### src/rtl/apb_wdog.sv
// APB watchdog timer: prescaled down-counter with kick key, lockable control,
// an expiry interrupt and a fixed-length reset-request pulse on the second consecutive expiry.
module apb_wdog #(
  parameter int          APB_ADDR_WIDTH = 12,
  parameter int          CNT_WIDTH      = 32,
  parameter int          PRESCALE       = 16,
  parameter logic [31:0] DEFAULT_LOAD   = 32'h0000_FFFF,
  parameter int          RST_PULSE_LEN  = 8,
  parameter logic [31:0] KICK_KEY       = 32'h5A5A_A5A5
) (
  input  logic                      clk_i,
  input  logic                      rst_ni,
  input  logic [APB_ADDR_WIDTH-1:0] PADDR,
  input  logic [31:0]               PWDATA,
  input  logic                      PWRITE,
  input  logic                      PSEL,
  input  logic                      PENABLE,
  output logic [31:0]               PRDATA,
  output logic                      PREADY,
  output logic                      PSLVERR,
  output logic                      wdog_irq_o,
  output logic                      wdog_rst_req_o
);

  localparam int PW = (PRESCALE > 1) ? $clog2(PRESCALE) : 1;
  localparam int RW = (RST_PULSE_LEN > 1) ? $clog2(RST_PULSE_LEN) : 1;
  localparam logic [PW-1:0] PRESC_MAX = PW'(PRESCALE - 1);
  localparam logic [RW-1:0] PULSE_MAX = RW'(RST_PULSE_LEN - 1);

  logic [2:0]           ctrl_r;
  logic [CNT_WIDTH-1:0] load_r;
  logic [CNT_WIDTH-1:0] value_r;
  logic [PW-1:0]        presc_r;
  logic                 irq_pend_r;
  logic                 rst_fired_r;
  logic                 rst_req_r;
  logic [RW-1:0]        pulse_cnt_r;

  logic [2:0]  idx_s;
  logic        addr_hi_s;
  logic        access_s;
  logic        err_s;
  logic        wr_ok_s;
  logic        ctrl_wr_s;
  logic        load_wr_s;
  logic        kick_wr_s;
  logic        status_wr_s;
  logic        en_rise_s;
  logic        kick_s;
  logic        reload_s;
  logic        tick_s;
  logic        expire_s;
  logic        irq_set_s;
  logic        rst_set_s;
  logic [31:0] prdata_s;
  logic        unused_s;

  assign idx_s     = PADDR[4:2];
  // Anything above bit 4 lands beyond the STATUS register and is rejected.
  assign addr_hi_s = |(PADDR >> 3'd5);
  assign unused_s  = ^PADDR[1:0];
  assign access_s  = PSEL & PENABLE;

  // Error decode for the current transfer (address range, read-only, bad key, lock).
  always_comb begin
    err_s = 1'b0;
    if (addr_hi_s || (idx_s > 3'd4)) begin
      err_s = 1'b1;
    end else if (PWRITE) begin
      case (idx_s)
        3'd0:    err_s = ctrl_r[2];
        3'd1:    err_s = ctrl_r[2];
        3'd2:    err_s = 1'b1;
        3'd3:    err_s = (PWDATA != KICK_KEY);
        default: err_s = 1'b0;
      endcase
    end else begin
      err_s = 1'b0;
    end
  end

  assign wr_ok_s     = access_s & PWRITE & ~err_s;
  assign ctrl_wr_s   = wr_ok_s & (idx_s == 3'd0);
  assign load_wr_s   = wr_ok_s & (idx_s == 3'd1);
  assign kick_wr_s   = wr_ok_s & (idx_s == 3'd3);
  assign status_wr_s = wr_ok_s & (idx_s == 3'd4);

  assign en_rise_s = ctrl_wr_s & PWDATA[0] & ~ctrl_r[0];
  // A kick while disabled is accepted on the bus but leaves the counter alone.
  assign kick_s    = kick_wr_s & ctrl_r[0];
  assign reload_s  = en_rise_s | kick_s;
  assign tick_s    = ctrl_r[0] & (presc_r == PRESC_MAX);
  assign expire_s  = tick_s & (value_r == '0) & ~reload_s;
  assign irq_set_s = expire_s & ~irq_pend_r;
  assign rst_set_s = expire_s & irq_pend_r;

  // Read mux, zero outside a read select or for write-only/unmapped offsets.
  always_comb begin
    prdata_s = 32'h0000_0000;
    if (PSEL && !PWRITE && !addr_hi_s) begin
      case (idx_s)
        3'd0:    prdata_s = {29'h0, ctrl_r};
        3'd1:    prdata_s = 32'(load_r);
        3'd2:    prdata_s = 32'(value_r);
        3'd4:    prdata_s = {30'h0, rst_fired_r, irq_pend_r};
        default: prdata_s = 32'h0000_0000;
      endcase
    end else begin
      prdata_s = 32'h0000_0000;
    end
  end

  // Control and load registers; LOCK is sticky once written.
  always_ff @(posedge clk_i or negedge rst_ni) begin
    if (!rst_ni) begin
      ctrl_r <= 3'b000;
      load_r <= DEFAULT_LOAD[CNT_WIDTH-1:0];
    end else begin
      if (ctrl_wr_s) begin
        ctrl_r <= {ctrl_r[2] | PWDATA[2], PWDATA[1:0]};
      end
      if (load_wr_s) begin
        load_r <= PWDATA[CNT_WIDTH-1:0];
      end
    end
  end

  // Prescaler and down-counter; kick/enable reload has priority over a tick.
  always_ff @(posedge clk_i or negedge rst_ni) begin
    if (!rst_ni) begin
      presc_r <= '0;
      value_r <= DEFAULT_LOAD[CNT_WIDTH-1:0];
    end else if (reload_s) begin
      presc_r <= '0;
      value_r <= load_r;
    end else if (ctrl_r[0]) begin
      if (tick_s) begin
        presc_r <= '0;
        value_r <= (value_r == '0) ? load_r : (value_r - CNT_WIDTH'(1));
      end else begin
        presc_r <= presc_r + PW'(1);
      end
    end
  end

  // Status flags: W1C, with a same-cycle set taking precedence.
  always_ff @(posedge clk_i or negedge rst_ni) begin
    if (!rst_ni) begin
      irq_pend_r  <= 1'b0;
      rst_fired_r <= 1'b0;
    end else begin
      irq_pend_r  <= (irq_pend_r  & ~(status_wr_s & PWDATA[0])) | irq_set_s;
      rst_fired_r <= (rst_fired_r & ~(status_wr_s & PWDATA[1])) | rst_set_s;
    end
  end

  // Reset-request pulse; a running pulse ignores further expiries.
  always_ff @(posedge clk_i or negedge rst_ni) begin
    if (!rst_ni) begin
      rst_req_r   <= 1'b0;
      pulse_cnt_r <= '0;
    end else if (rst_req_r) begin
      if (pulse_cnt_r == '0) begin
        rst_req_r <= 1'b0;
      end else begin
        pulse_cnt_r <= pulse_cnt_r - RW'(1);
      end
    end else if (rst_set_s && ctrl_r[1]) begin
      rst_req_r   <= 1'b1;
      pulse_cnt_r <= PULSE_MAX;
    end
  end

  assign PRDATA         = prdata_s;
  assign PREADY         = 1'b1;
  assign PSLVERR        = access_s & err_s;
  assign wdog_irq_o     = irq_pend_r;
  assign wdog_rst_req_o = rst_req_r;

endmodule
### config.mk
export PLATFORM = sky130hd
export DESIGN_NAME = apb_wdog
export DESIGN_NICKNAME = d
export VERILOG_FILES = /design/src/rtl/apb_wdog.sv
export SDC_FILE = /design/constraint.sdc
export NUM_CORES = 1
export LEC_CHECK = 0
export BUFFER_PORTS_ARGS = -buffer_cell sky130_fd_sc_hd__buf_2
export CORE_AREA = 2 2 93 95
export DETAILED_ROUTE_END_ITERATION = 8
export DIE_AREA = 0 0 95 97
export PLACE_DENSITY = 0.83
export SETUP_SLACK_MARGIN = 0.5
export SYNTH_ARGS = -nofsm -noshare
export SYNTH_HDL_FRONTEND = slang
export SYNTH_SLANG_ARGS = --single-unit
### constraint.sdc
create_clock -name clk_i -period 10 [get_ports clk_i]
set_input_delay 2 -clock clk_i [delete_from_list [all_inputs] [get_ports clk_i]]
set_output_delay 2 -clock clk_i [all_outputs]
set_load 0.01 [all_outputs]
== Word level (Yosys, flattened, before mapping) ==
Index checks and enable logic that the tools add are counted.
Operators by class
  $add $sub $neg: 3
  magnitude comparators: 1
  eq/ne operators: 7
  mux-type cells: 18
  bitwise logic cells: 30
  reduce and logical (&&, ||, !) cells: 16
Operators with widths (count)
  32-bit 2-to-1 mux: 5
  32-bit case mux with 4 select lines: 1
  32-bit logical NOT: 1
  32-bit by 31-bit inequality test with 1-bit output, second input constant: 1
  32-bit by 1-bit subtractor with 32-bit output, second input constant: 1
  1-bit bitwise AND: 20
  4-bit 2-to-1 mux: 3
  3-bit 2-to-1 mux: 3
  7-bit OR reduction: 1
  3-bit by 2-bit equality test with 1-bit output, second input constant: 2
  3-bit logical NOT: 2
  1-bit NOT: 6
  2-bit nonzero test: 3
  1-bit 2-to-1 mux: 5
  4-bit by 1-bit adder with 4-bit output, second input constant: 1
  4-bit equality test, second input constant: 1
  1-bit OR: 4
  2-bit AND reduction: 2
  3-bit by 1-bit equality test with 1-bit output, second input constant: 1
  3-bit equality test, second input constant: 1
  3-bit greater-than comparator, second input constant: 1
  1-bit logical AND: 3
  1-bit case mux with 3 select lines: 1
  3-bit by 1-bit subtractor with 3-bit output, second input constant: 1
  4 further kinds: 5
Storage, ports and cells
  register bits after elaboration: 77

== Logic depth before layout (Yosys ltp) ==
  depth in word-level cells: 17
  depth in mapped cells: 9

== Worst setup path before layout ==
OpenSTA, ideal clock, no wires.
  path kind: input to output
  start point: input PADDR[7]
  end point: output PRDATA[0]
  arrival time: 4.017 ns
  setup slack: 3.983 ns
  cell stages on the path: 6
  path buffers: 2
  path through: or4_1 -> or2_2 -> or4b_2 -> clkbuf_1 -> clkbuf_1 -> nor2_1
Between the ends
  word-level cells in the longest chain between the ends: 4
Ends and longest elaborated chain
  start, declared: RTL line 13  | input logic [APB_ADDR_WIDTH-1:0] PADDR,
  7-bit OR reduction: RTL line 60  | assign addr_hi_s = |(PADDR >> 3'd5);
  1-bit logical NOT: RTL line 100  | if (PSEL && !PWRITE && !addr_hi_s) begin
  1-bit logical AND: RTL line 100
  32-bit 2-to-1 mux: RTL line 100
  end, declared: RTL line 18  | output logic [31:0] PRDATA,
No other way between the ends.

== Final worst setup path ==
  start point: input PADDR[7]
  end point: output PRDATA[2]
Same word-level chain as after synthesis.

==> flow_metrics.env <==
export IMPL_drc=0
export IMPL_dr_total_vias=4523
export IMPL_rrSetupSlack_ps=6590
export IMPL_reg2reg_depth=6
export IMPL_via_per_inst=6.53
export IMPL_grt_pass1_vias=4437
export IMPL_grt_total_usage=0.292
export IMPL_drive_above_1_share=0.321
export IMPL_dp_cells=677
export IMPL_clockRootBuffer="clkbuf_8"
export IMPL_critical_path_class="in2out"
export IMPL_synthArstFlopShare=1.00
export IMPL_rsz0062_at_grt="false"
export IMPL_dr_pass1_iters=5
export IMPL_syn_to_final_growth_pct=13.2
export IMPL_htree_levels=3
export IMPL_fin_tns_setup_ps=0
export IMPL_wire_per_inst_um=18.8
export IMPL_synth_edf_count=0
export IMPL_min_path_cells=2
export IMPL_diodes=0
export IMPL_core_area_sq_mm=0.00813
export IMPL_layout_cells_most_common="buf_2"
export IMPL_cts_resized_gates=0
export IMPL_cp_max_fo=32
export IMPL_clockBufferDepth=2
export IMPL_ir_drop_mv=0.0887
export IMPL_synth_seq_area_share=0.407
export IMPL_worstPathArrival_ps=4430
export IMPL_place_gp_congestion=0.901
export IMPL_io_pins=85
export IMPL_ys_ff_latch=77
export IMPL_slew_headroom=0.291
export IMPL_fin_crit_ps=6430
export IMPL_grt_max_degree=78
export IMPL_report_final_setup_viol=0
export IMPL_routed_wl_met2_um=6160
export IMPL_antenna_found_initial=0
export IMPL_critPathLaunchType="input port"
export IMPL_port_buffers=81
export IMPL_ant_nets=0
export IMPL_yosysWarnings=0
export IMPL_r2r_end="value_r[21]$_DFFE_PN0P_"
export IMPL_ctsHoldBuffers=0
export IMPL_cts_buffers=9
export IMPL_cts_setup_buffers=0
export IMPL_cts_sinks=77
export IMPL_drt_met1_wl_um=5550
export IMPL_min_to="value_r[9]$_DFFE_PN1P_"
export IMPL_synth_area_per_cell_sq_um=9.30
export IMPL_routed_wl_um=13000
export IMPL_highest_layer="met4"
export IMPL_synth_cell_types=69
export IMPL_drv_slew=0
export IMPL_cp_end_kind="output pin"
export IMPL_maxCapViolations=0
export IMPL_fillers=683
export IMPL_cts_tree="yes"
export IMPL_die_h_um=97
export IMPL_finalCritPeriodShare=0.643
export IMPL_finalNonFillerCells=693
export IMPL_reg2reg_from="value_r[16]$_DFFE_PN0P_"
export IMPL_clk_latency_ps=360
export IMPL_syn_num_nets=573
export IMPL_status="completed"
export IMPL_post_dp_hpwl_um=8960
export IMPL_drtIter0Drc=506
export IMPL_min_delay_start="load_r[9]$_DFFE_PN1P_"
export IMPL_grt_pass1_wl_um=21400
export IMPL_p_leak_nw=2.23
export IMPL_layout_common_cells="buf_2 (81), nor2_1 (60), dfrtp_1 (45)"
export IMPL_max_freq_mhz=156
export IMPL_syn_area_sq_mm=0.00483
export IMPL_synthFlopType="dfrtp_1"
export IMPL_initial_core_util=0.593
export IMPL_clkTransAtPathRegs_ps=80
export IMPL_die_area_sq_mm=0.00922
export IMPL_fin_worst_skew_ps=12.4
export IMPL_rows=33
export IMPL_hold_viol=0
export IMPL_syn_inst=519
export IMPL_fin_nets=637
export IMPL_min_path_type="reg2reg"
export IMPL_wl_met3_um=947
export IMPL_die_width_um=95
export IMPL_cp_required_ps=8000
export IMPL_worst_slew_pin_slew_ps=1060
export IMPL_powerDensity_mw_per_mm2=133
export IMPL_grt_remaining_overflow=0
state kept, by name, summed over array words and instances (netlist names):
| register | flops |
|---|---|
| value_r | 32 |
| pulse_cnt_r | 3 |
| ctrl_r | 3 |
| wdog_rst_req_o | 1 |
| load_r | 32 |
| wdog_irq_o | 1 |
| presc_r | 4 |
| rst_fired_r | 1 |
Yosys cell counts (8+ instances only):
master / count / area share
nor2_1: 60 / 0.047
dfrtp_1: 45 / 0.23
nand2_1: 36 / 0.028
mux2_2: 34 / 0.079
dfstp_2: 32 / 0.17
a22oi_1: 31 / 0.048
clkbuf_1: 26 / 0.020
o21ai_0: 25 / 0.026
nor3_1: 22 / 0.023
nand3_1: 17 / 0.018
a21oi_1: 15 / 0.016
nand4_1: 13 / 0.017
inv_1: 10 / 0.0078
nor4_1: 10 / 0.013
nor4bb_1: 8 / 0.017
or3_1: 8 / 0.010
layer usage:
layer  vias up  GRT usage
li1       2095          -
met1      2173      0.392
met2       221      0.471
met3        34     0.0467
met4         0      0.115
met5         -          0
stage by stage:
step / util / power [mW] / setup slack, ps / hold slack (ps) / cell area (sq um)
6_report: 0.672 / 0.725 / 3570 / 503 / 5460
5_1_grt: 0.672 / 0.757 / 3520 / 525 / 5460
4_1_cts: 0.672 / 0.722 / 3580 / 496 / 5460
3_5_place_dp: 0.649 / 0.493 / 3580 / 480 / 5280
3_3_place_gp: 0.649 / 0.487 / 3610 / 452 / 5280
2_1_floorplan: - / 0.447 / 3980 / 439 / 4830
critical path, cell delays in order:
cell	delay, ps
buf_2	90
or4_1	520
or2_2	340
or4b_2	1020
nor3_1	280
buf_2	160
cells by family (layout without fill, tap and decap cells):
logic type,Yosys count,in the layout,synth area share
AO/OA/AOI/OAI,133,133,0.197
XOR/XNOR,3,3,0.00544
adder cells (fa/ha/maj),5,5,0.0130
buffers and inverters,45,114,0.0404
flip-flops,77,77,0.407
multiplexers,39,39,0.0897
other,1,1,0.000777
AND/OR/NAND/NOR,216,216,0.247
area by class of cell:
type                            instances  area [sq um]  area share
Clock buffer                           11           131      0.0240
Clock inverter                          5          53.8     0.00985
Sequential cell                        77          1970       0.360
Timing Repair Buffer                   88           458      0.0838
Inverter                               10          37.5     0.00687
Tap cell                              105           131      0.0240
Multi-Input combinational cell        397          2680       0.491
how the worst max path moves through the flow:
stage,start,slack [ps],endpoint,depth (start not counted)
final,PADDR[7],3570,PRDATA[2],6
after CTS,PADDR[7],3580,PRDATA[2],6
after floorplan,PADDR[7],3980,PRDATA[0],6
after detailed placement,PADDR[7],3580,PRDATA[2],6
after global placement,PADDR[7],3610,PRDATA[2],6
after global routing,PADDR[7],3520,PRDATA[2],6
power by group:
group	internal [mW]	total [mW]	switching, mW
registers	0.337	0.363	0.0258
logic	0.0506	0.127	0.0765
clock network	0.115	0.235	0.120
total	0.503	0.725	0.222
(Power assumes the default switching activity.)
